`src/rtl/mem_stage_lsu.sv`:
```
`default_nettype none
// ============================================================================
// mem_stage_lsu : MEM-stage load/store unit (valid/ready data bus, load extend)
// Revision      : 1.0
// ============================================================================
module mem_stage_lsu (
  input  logic        i_clk,
  input  logic        i_rst_n,
  input  logic        i_mem_read_MEM,
  input  logic        i_mem_write_MEM,
  input  logic [2:0]  i_funct3_MEM,
  input  logic [31:0] i_alu_result_MEM,
  input  logic [31:0] i_write_data_MEM,
  input  logic        i_reg_write_MEM,
  output logic [31:0] o_data_MEM,
  output logic        o_reg_write_MEM,
  output logic        o_stall_MEM,
  output logic        o_fault_MEM,
  output logic        o_dmem_req,
  output logic        o_dmem_we,
  output logic [31:0] o_dmem_addr,
  output logic [31:0] o_dmem_wdata,
  output logic [3:0]  o_dmem_be,
  input  logic        i_dmem_gnt,
  input  logic        i_dmem_rvalid,
  input  logic [31:0] i_dmem_rdata
);

  typedef enum logic [1:0] {IDLE = 2'd0, REQ = 2'd1, WAIT = 2'd2, DONE = 2'd3} state_t;

  state_t      r_state;
  logic [29:0] r_addr;
  logic [31:0] r_wdata;
  logic [31:0] r_data;
  logic [3:0]  r_be;
  logic        r_we;
  logic [2:0]  r_funct3;
  logic [1:0]  r_lane;
  logic        r_reg_write;

  logic        w_mem;
  logic        w_legal;
  logic        w_aligned;
  logic        w_access;
  logic        w_fault;
  logic [1:0]  w_lo;
  logic [31:0] w_wdata;
  logic [3:0]  w_be;
  logic [7:0]  w_byte;
  logic [15:0] w_half;
  logic [31:0] w_load_data;

  assign w_mem    = i_mem_read_MEM | i_mem_write_MEM;
  assign w_lo     = i_alu_result_MEM[1:0];
  assign w_legal  = i_funct3_MEM inside {3'b000, 3'b001, 3'b010, 3'b100, 3'b101};
  assign w_access = w_mem & w_legal & w_aligned;
  assign w_fault  = w_mem & ~(w_legal & w_aligned);

  always_comb begin
    w_aligned = 1'b1;
    w_wdata   = i_write_data_MEM;
    w_be      = 4'b1111;
    case (i_funct3_MEM[1:0])
      2'b00: begin
        w_wdata = {4{i_write_data_MEM[7:0]}};
        w_be    = 4'b0001 << w_lo;
      end
      2'b01: begin
        w_aligned = ~w_lo[0];
        w_wdata   = {2{i_write_data_MEM[15:0]}};
        w_be      = w_lo[1] ? 4'b1100 : 4'b0011;
      end
      default: w_aligned = (w_lo == 2'b00);
    endcase
  end

  // Load extraction works from the latched lane/size, not the live EX/MEM inputs.
  always_comb begin
    w_byte      = 8'(i_dmem_rdata >> {r_lane, 3'b000});
    w_half      = r_lane[1] ? i_dmem_rdata[31:16] : i_dmem_rdata[15:0];
    w_load_data = i_dmem_rdata;
    case (r_funct3)
      3'b000:  w_load_data = {{24{w_byte[7]}}, w_byte};
      3'b001:  w_load_data = {{16{w_half[15]}}, w_half};
      3'b100:  w_load_data = {24'd0, w_byte};
      3'b101:  w_load_data = {16'd0, w_half};
      default: w_load_data = i_dmem_rdata;
    endcase
  end

  // A granted store completes in its grant cycle, so it releases the pipeline there.
  always_comb begin
    o_dmem_req   = 1'b0;
    o_dmem_we    = 1'b0;
    o_dmem_addr  = 32'd0;
    o_dmem_wdata = 32'd0;
    o_dmem_be    = 4'd0;
    o_stall_MEM  = 1'b0;
    if (i_rst_n) begin
      case (r_state)
        IDLE: if (w_access) begin
          o_dmem_req   = 1'b1;
          o_dmem_we    = i_mem_write_MEM;
          o_dmem_addr  = {i_alu_result_MEM[31:2], 2'b00};
          o_dmem_wdata = w_wdata;
          o_dmem_be    = w_be;
          o_stall_MEM  = ~i_mem_write_MEM | ~i_dmem_gnt;
        end
        REQ: begin
          o_dmem_req   = 1'b1;
          o_dmem_we    = r_we;
          o_dmem_addr  = {r_addr, 2'b00};
          o_dmem_wdata = r_wdata;
          o_dmem_be    = r_be;
          o_stall_MEM  = ~(r_we & i_dmem_gnt);
        end
        WAIT:    o_stall_MEM = 1'b1;
        default: o_stall_MEM = 1'b0;
      endcase
    end
  end

  assign o_fault_MEM     = i_rst_n & w_fault;
  assign o_reg_write_MEM = i_rst_n & ~o_stall_MEM & ~w_fault &
                           ((r_state == DONE) ? r_reg_write : i_reg_write_MEM);
  assign o_data_MEM      = r_data;

  always_ff @(posedge i_clk or negedge i_rst_n) begin
    if (!i_rst_n) begin
      r_state     <= IDLE;
      r_addr      <= 30'd0;
      r_wdata     <= 32'd0;
      r_data      <= 32'd0;
      r_be        <= 4'd0;
      r_we        <= 1'b0;
      r_funct3    <= 3'd0;
      r_lane      <= 2'd0;
      r_reg_write <= 1'b0;
    end else begin
      case (r_state)
        IDLE: if (w_access) begin
          r_addr      <= i_alu_result_MEM[31:2];
          r_wdata     <= w_wdata;
          r_be        <= w_be;
          r_we        <= i_mem_write_MEM;
          r_funct3    <= i_funct3_MEM;
          r_lane      <= w_lo;
          r_reg_write <= i_reg_write_MEM;
          if (i_dmem_gnt) r_state <= i_mem_write_MEM ? IDLE : WAIT;
          else            r_state <= REQ;
        end
        REQ: if (i_dmem_gnt) r_state <= r_we ? IDLE : WAIT;
        WAIT: if (i_dmem_rvalid) begin
          r_data  <= w_load_data;
          r_state <= DONE;
        end
        default: r_state <= IDLE;
      endcase
    end
  end

endmodule
`default_nettype wire

```
`config.mk`:
```
export PLATFORM = sky130hd
export DESIGN_NAME = mem_stage_lsu
export DESIGN_NICKNAME = d
export VERILOG_FILES = /design/src/rtl/mem_stage_lsu.sv
export SDC_FILE = /design/constraint.sdc
export NUM_CORES = 1
export LEC_CHECK = 0
export CAP_MARGIN = 30
export CORE_UTILIZATION = 35
export CTS_CLUSTER_DIAMETER = 30
export DETAILED_ROUTE_END_ITERATION = 7
export GPL_ROUTABILITY_DRIVEN = 0
export GPL_TIMING_DRIVEN = 1
export PLACE_DENSITY = 0.66
export SLEW_MARGIN = 20
export SYNTH_ARGS = -nofsm -noshare
export SYNTH_HDL_FRONTEND = slang
export SYNTH_SLANG_ARGS = --single-unit
```
`constraint.sdc`:
```
create_clock -name i_clk -period 3.8 [get_ports i_clk]
set_input_delay 0.38 -clock i_clk [delete_from_list [all_inputs] [get_ports i_clk]]
set_output_delay 0.38 -clock i_clk [all_outputs]
set_load 0.05 [all_outputs]
```
# Yosys cells after proc, flatten, opt, wreduce, memory -nomap -nowiden
# Index checks and enable logic that the tools add are counted.
# W data, S select, Z words.
# totals
reg_bits,107
inputBits,106
# classes
eq_ne,14
n_shift,2
n_mux,32
bitwise,18
reduce_logical,9
# ops
operator,n
$pmux W32 S2,3
$mux W32,4
$pmux W32 S4,1
$shr A32 B5 Y8,1
$mux W16,1
$pmux W4 S2,2
$eq A3 B3 Y1 const B,4
$mux W2,6
$mux W4,3
$and A1 B1 Y1,9
$mux W1,7
$not A1 Y1,7
$eq A3 B1 Y1 const B,2
$logic_not A2 Y1,3
$logic_not A3 Y1,2
$ne A2 B2 Y1 const B,3
$pmux W1 S2,3
$pmux W2 S3,1
$reduce_bool A5 Y1,1
$eq A2 B1 Y1 const B,2
$eq A2 B2 Y1 const B,2
$reduce_and A2 Y1,2
$shl A1 B2 Y4 const A,1
$eq A3 B2 Y1 const B,1
3 further kinds,4

# Longest topological paths before layout
# Gate-level depths: netlist of run 1.
# depth
ltp_word,11
depth_mapped,7

# Worst setup path before layout of run 1
# No wires, ideal clock.
# synth_timing
path_kind,input to output
start,input port i_funct3_MEM[0]
end,output port o_dmem_wdata[11]
arrival_ns,2.414
setup_slack_ns,1.006
stages,5
path_buffers,1
cell_sequence,nor4_4 -> o21a_1 -> nand3_1 -> clkbuf_1 -> o21ai_0
# synth_between
elab_chain_len,7
word_cells_on_any_way,15
# synth_lines
item,line_no,rtl
from (decl),11,"input logic [2:0] i_funct3_MEM,"
"$eq A3 B1 Y1, or another cell as far along",55,"assign w_legal = i_funct3_MEM inside {3'b000, 3'b001, 3'b010, 3'b100, 3'b101};"
$reduce_bool A5 Y1,55,
$and A1 B1 Y1 (2 in a row),56,assign w_access = w_mem & w_legal & w_aligned;
$mux W32 (*),101,IDLE: if (w_access) begin
$pmux W32 S2 (*),100,case (r_state)
$mux W32 (*),99,if (i_rst_n) begin
to (decl),22,"output logic [31:0] o_dmem_wdata,"
# Mark *: on every way between the ends. The rest lies on a longest branch, timed or not.

# Worst setup path in the final report of run 1
# layout_timing
start,input port i_rst_n
end,output port o_dmem_wdata[13]
# layout_between
elab_chain_len,1
# layout_lines
item,line_no,rtl
from (decl),8,"input logic i_rst_n,"
$mux W32,99,
# No other way between the ends.

==> results of run 1 <==
==> power by group <==
part	switching, mW	internal (mW)
Combinational	1.96	1.47
Sequential	0.434	1.69
Clock	0.407	0.521
Total	2.80	3.68
==> flip-flops by register name, summed over array words and instances (netlist names) <==
signal,count
o_data_MEM,32
r_wdata,32
r_addr,30
r_be,4
r_funct3,3
r_lane,2
r_state,2
r_reg_write,1
r_we,1
==> metal layers <==
metal	share of wire, %	wire [um]	vias up	GRT usage (%)
met4	1.8	326	0	7.405
met3	7.5	1333	23	5.738
li1	-	-	2443	-
met2	46	8063	206	34.02
met5	0	0	-	0
met1	45	7936	2564	29.46
==> worst min path at each step <==
| stage | slack (ns) | cells past startpoint | from | end |
|---|---|---|---|---|
| 2_1_floorplan | 0.08 | 0 | i_rst_n | o_data_MEM[0]$_DFFE_PN0P_ |
| 3_3_place_gp | 0.35 | 1 | i_rst_n | r_wdata[2]$_DFFE_PN0P_ |
| 3_5_place_dp | 0.35 | 1 | i_rst_n | r_wdata[2]$_DFFE_PN0P_ |
| 4_1_cts | 0.49 | 2 | r_wdata[12]$_DFFE_PN0P_ | r_wdata[12]$_DFFE_PN0P_ |
| 5_1_grt | 0.52 | 2 | o_data_MEM[0]$_DFFE_PN0P_ | o_data_MEM[0]$_DFFE_PN0P_ |
| 6_report | 0.49 | 2 | r_wdata[12]$_DFFE_PN0P_ | r_wdata[12]$_DFFE_PN0P_ |
==> per-stage QoR <==
step / std cells / setup slack [ns] / total power [mW]
3_3_place_gp: 966 / 0.8379 / 5.496
6_report: 981 / 0.5356 / 6.483
5_1_grt: 981 / 0.2972 / 6.844
4_1_cts: 981 / 0.4806 / 6.524
2_1_floorplan: 579 / 1.006 / 4.179
3_5_place_dp: 966 / 0.8441 / 5.569
==> Yosys cell counts (2+ instances only) <==
library cell / instances
mux2_2: 52
buf_2: 15
a21oi_1: 23
nand2b_1: 5
o21ai_0: 67
nand3_1: 33
a221o_1: 6
dfrtp_1: 107
nor3b_1: 3
o21a_1: 2
nor2_1: 27
nor3_1: 3
nor2b_1: 4
nand2_1: 89
or3_1: 8
buf_4: 3
or2_2: 2
inv_1: 5
a22o_1: 40
a32oi_1: 5
clkbuf_1: 28
and3_1: 4
mux2i_1: 24
==> kinds of logic after synthesis <==
group | Yosys count | share of synthesized area, %
AO/OA/AOI/OAI | 156 | 18.38
buffers and inverters | 53 | 4.190
flip-flops | 107 | 47.44
multiplexers | 77 | 15.03
other | 1 | 0.06644
AND/OR/NAND/NOR | 184 | 14.90
==> critical path, cell delays in order <==
cell and delay, ns:
dlygate4sd3_1 0.53, buf_4 0.37, nand2b_1 0.20, nor2_4 0.58, buf_12 0.29, nand2_1 0.08
o21ai_0 0.20, buf_12 0.20
==> final cells by class <==
type | count | area, um2 | area share [%]
Tap cell | 216 | 270.3 | 3.038
Sequential cell | 107 | 2678 | 30.10
Clock inverter | 3 | 40.04 | 0.4501
Multi-Input combinational cell | 419 | 2750 | 30.92
Timing Repair Buffer | 220 | 2895 | 32.55
Inverter | 5 | 18.77 | 0.2110
Clock buffer | 11 | 242.7 | 2.729
==> impl_metrics.yaml, run 1 <==
finish:
  layout.cells.most_common: "clkdlybuf4s50_1"
  fin_nets: 868
  drive_gt1_share_pct: 20.52
  num-fill-cells: 1354
  syn2layout_area_growth_pct: 57.59
  diodes: 0
  design_area_um2: 8895
  final_cell_mix: "clkdlybuf4s50_1, dfrtp_1, nand2_1"
  fin_util_pct: 56.20
floorplanning:
  die_y_um: 129.0
  start_util_pct: 35.66
  rows: 46
  io_pins: 211
  die_w_um: 129.0
  core_area_um2: 15830
  die_area_um2: 16640
sta:
  min_period_ns: 3.264
  hold_viol: 0
  rsz0062_at_grt: "no"
  holdWs_ns: 0.4851
  fmax_ghz: 0.3063
  slew-limit-headroom_pct: 36.81
  finClkSkew_ns: 0.008468
  post-route-period-util_pct: 85.91
  timing_worst_slew_pin_value_ns: 0.9478
  setup-tns-final_ns: 0
  slew_viol_final: 0
  setup_viol: 0
clocking:
  cts.path.max_buffers: 2
  cts_resized: 0
  cts_buffers: 9
  cts_hold_buf: 1
  path_clk_slew_ns: 0.07
  cts_root_buf: "clkbuf_16"
  htreeDepth: 3
  post-cts-setup-buffers: 0
  cts_sinks: 107
  clk_latency_ns: 0.34
  tritoncts: "done"
global_route:
  grt_remaining_overflow: 0
  grt_pass1_vias: 5233
  grt_first_pass_wirelength_mm: 28.15
  grt_use_total_pct: 21.86
  grt_start_max_net_pins: 101
  antenna_found_initial: 0
synth:
  yosys_warnings: 0
  syn_inst: 578
  syn_area_um2: 5644
  synth_top_area_cell: "dfrtp_1"
  synth.distinct_cells: 46
  synth_top_area_share_pct: 47.44
  synth-edff-count: 0
  synthArstFlopShare_pct: 100.0
  synth_seq_cells: 107
  synth_area_leaders: "dfrtp_1, mux2_2, a22o_1"
  seq_area_frac_synth_pct: 47.44
  avgSynthCellArea_um2: 9.765
  ys.flop_type: "dfrtp_1"
power_and_ir_drop:
  leakagePower_nw: 3.695
  power_density_nw_per_um2: 728.9
  ir_worst_vdd_mv: 0.3278
worst_setup_path:
  cp.arrival_ns: 2.88
  startpoint_type: "input pin"
  reg2reg_slack_ns: 1.54
  rr_worst_depth: 3
  cp-endpoint: "o_dmem_wdata[13]"
  r2r_start: "r_lane[1]$_DFFE_PN0P_"
  reg2reg_to: "o_data_MEM[15]$_DFFE_PN0P_"
  path_class: "in2out"
  end_kind: "primary output"
  cp_max_fo: 39
  worstSetupStartpoint: "i_rst_n"
  cp.required_ns: 3.42
detailed_routing:
  vias_per_cell: 5.337
  drt_wl_total_mm: 17.66
  firstDrtPassIters: 5
  vias: 5236
  drt_iter0_markers: 254
  drc_errors: 0
  ant_nets: 0
  routedWlPerCell_um: 18.00
worst_hold_path:
  hold_class: "reg2reg"
placed_design:
  dp_hpwl_mm: 12.96
  postPlaceCellArea_um2: 8602
  io_buffers: 208
outcome:
  status: "finished clean"
flow_run:
  cap_violations: 0
Note: power is estimated with default switching activity, not from simulation.
==> run 2, diff against run 1 <==
Settings changed: CORE_ASPECT_RATIO set to 1.25.
==> run 2 against run 1 <==
Effect of this change: fmax is 3.9% higher; via count decreased by 1.4%; clock-buffer cell count is the same; hold slack worse by 0.0043 ns; clock skew up 0.0023 ns; clock power rose by 19%; combinational power about the same; sequential share of layout area is 0.17 points lower; largest cell class unchanged; sequential cell count stayed put.
==> impl_metrics.yaml, run 2 (synthesis results as in run 1) <==
clocking:
  cts_sinks: 107
  post-cts-setup-buffers: 0
  clk_latency_ns: 0.35
  cts_buffers: 9
  cts_root_buf: "clkbuf_16"
  tritoncts: "done"
  cts_resized: 0
  cts.path.max_buffers: 2
  htreeDepth: 3
  path_clk_slew_ns: 0.07
sta:
  rsz0062_at_grt: "no"
  post-route-period-util_pct: 82.67
  setup_viol: 0
  hold_viol: 0
  fmax_ghz: 0.3183
  setup_slack_ns: 0.6584
  finClkSkew_ns: 0.01082
  slew-limit-headroom_pct: 31.41
  slew_viol_final: 0
  min_period_ns: 3.142
  setup-tns-final_ns: 0
  timing_worst_slew_pin_value_ns: 1.029
finish:
  diodes: 0
  syn2layout_area_growth_pct: 58.50
  final_cell_mix: "clkdlybuf4s50_1, dfrtp_1, nand2_1"
  fin_nets: 868
  num-fill-cells: 1382
  layout.cells.most_common: "clkdlybuf4s50_1"
  multiInputGateArea_um2: 2750
  drive_gt1_share_pct: 20.73
  fin_util_pct: 56.99
  ff_latch_area_um2: 2678
worst_setup_path:
  end_kind: "primary output"
  crit_top_cell: "buf_4"
  critPathSlowestCell: "buf_4"
  crit_path_max_incr_delay_ns: 0.54
  cp_max_fo: 66
  crit_chain: "dlygate4sd3_1 > buf_4 > nand2b_1 > nor2_4 > buf_4 > nand2_1 > o21ai_0 > buf_12"
  cp.arrival_ns: 2.76
  cp.required_ns: 3.42
  path_class: "in2out"
  startpoint_type: "input pin"
power_and_ir_drop:
  leakagePower_nw: 3.718
  power_density_nw_per_um2: 740.5
  ir_worst_vdd_mv: 0.3500
floorplanning:
  start_util_pct: 35.96
  die_y_um: 144.0
  die_area_um2: 16640
  io_pins: 211
  rows: 51
  core_area_um2: 15700
  die_w_um: 115.6
outcome:
  status: "finished clean"
worst_hold_path:
  hold_class: "reg2reg"
placed_design:
  dp_hpwl_mm: 12.87
  io_buffers: 208
  pre_cts_slack_ns: 0.7825
global_route:
  grt_remaining_overflow: 0
  antenna_found_initial: 0
  grt_pass1_vias: 5183
  grt_start_max_net_pins: 83
  grt_use_total_pct: 21.46
  grt_first_pass_wirelength_mm: 27.17
detailed_routing:
  drt_wl_total_mm: 17.62
  drc_errors: 0
  vias: 5162
  vias_per_cell: 5.273
  routedWlPerCell_um: 17.99
  drt_iter0_markers: 289
  ant_nets: 0
  firstDrtPassIters: 4
flow_run:
  cap_violations: 0
run 2: changes by cell type in the layout (fill, tap and decap cells not counted), sizes merged:
cell,previous run,this run
bufinv,1,3
clkinv,2,0
clkinvlp,0,1
inv,5,6
run 2: where the power goes:
group / switching (mW) / internal (mW)
clock: 0.432 / 0.668
combinational: 1.95 / 1.47
sequential: 0.420 / 1.69
total: 2.80 / 3.82
run 2: per-layer routing:
layer	track usage (%)	wire length [um]	vias up
met1	24.36	6777	2496
li1	-	-	2445
met4	11.21	665	0
met5	0	0	-
met3	6.077	1220	39
met2	36.46	8954	182
run 2: final cells by class:
class / count / area share, %
clock buffer: 11 / 2.713
tap: 212 / 2.965
multi-input combinational: 419 / 30.74
inverter: 5 / 0.2098
sequential: 107 / 29.93
timing repair buffer: 220 / 32.22
clock inverter: 5 / 1.217
run 2: critical path, delay by kind of cell:
kind            cells  cell delay [ns]
compound gates      1             0.21
buf+inv             4             1.62
simple gates        3             0.45
run 2: path summary, 6_finish.rpt:
kind	start	to	slack (ns)	cells after the start
min in group asynchronous	i_rst_n	r_we$_DFFE_PN0P_	0.50	2
worst min-delay path	r_wdata[31]$_DFFE_PN0P_	r_wdata[31]$_DFFE_PN0P_	0.48	2
worst min register to register	r_wdata[31]$_DFFE_PN0P_	r_wdata[31]$_DFFE_PN0P_	0.48	2
worst max register to register	r_state[0]$_DFFE_PN0P_	o_data_MEM[9]$_DFFE_PN0P_	1.54	5
max in group asynchronous	i_rst_n	r_addr[17]$_DFFE_PN0P_	1.77	4
worst max-delay path	i_rst_n	o_dmem_wdata[31]	0.66	8
run 2: what timing repair did:
item / in CTS / in global routing
hold buffers: 1 / 0
setup endpoints to repair: 0 / 0
hold endpoints to repair: 23 / 0
run 2: metrics by stage:
stage / power, mW / hold WS [ns] / cells / instance area (um2)
final: 6.625 / 0.4808 / 979 / 8946
after global routing: 6.981 / 0.5041 / 979 / 8946
after CTS: 6.675 / 0.4868 / 979 / 8946
after detailed placement: 5.547 / 0.3408 / 962 / 8584
after global placement: 5.459 / 0.3268 / 962 / 8584
after floorplan: 4.179 / 0.08441 / 579 / 5648
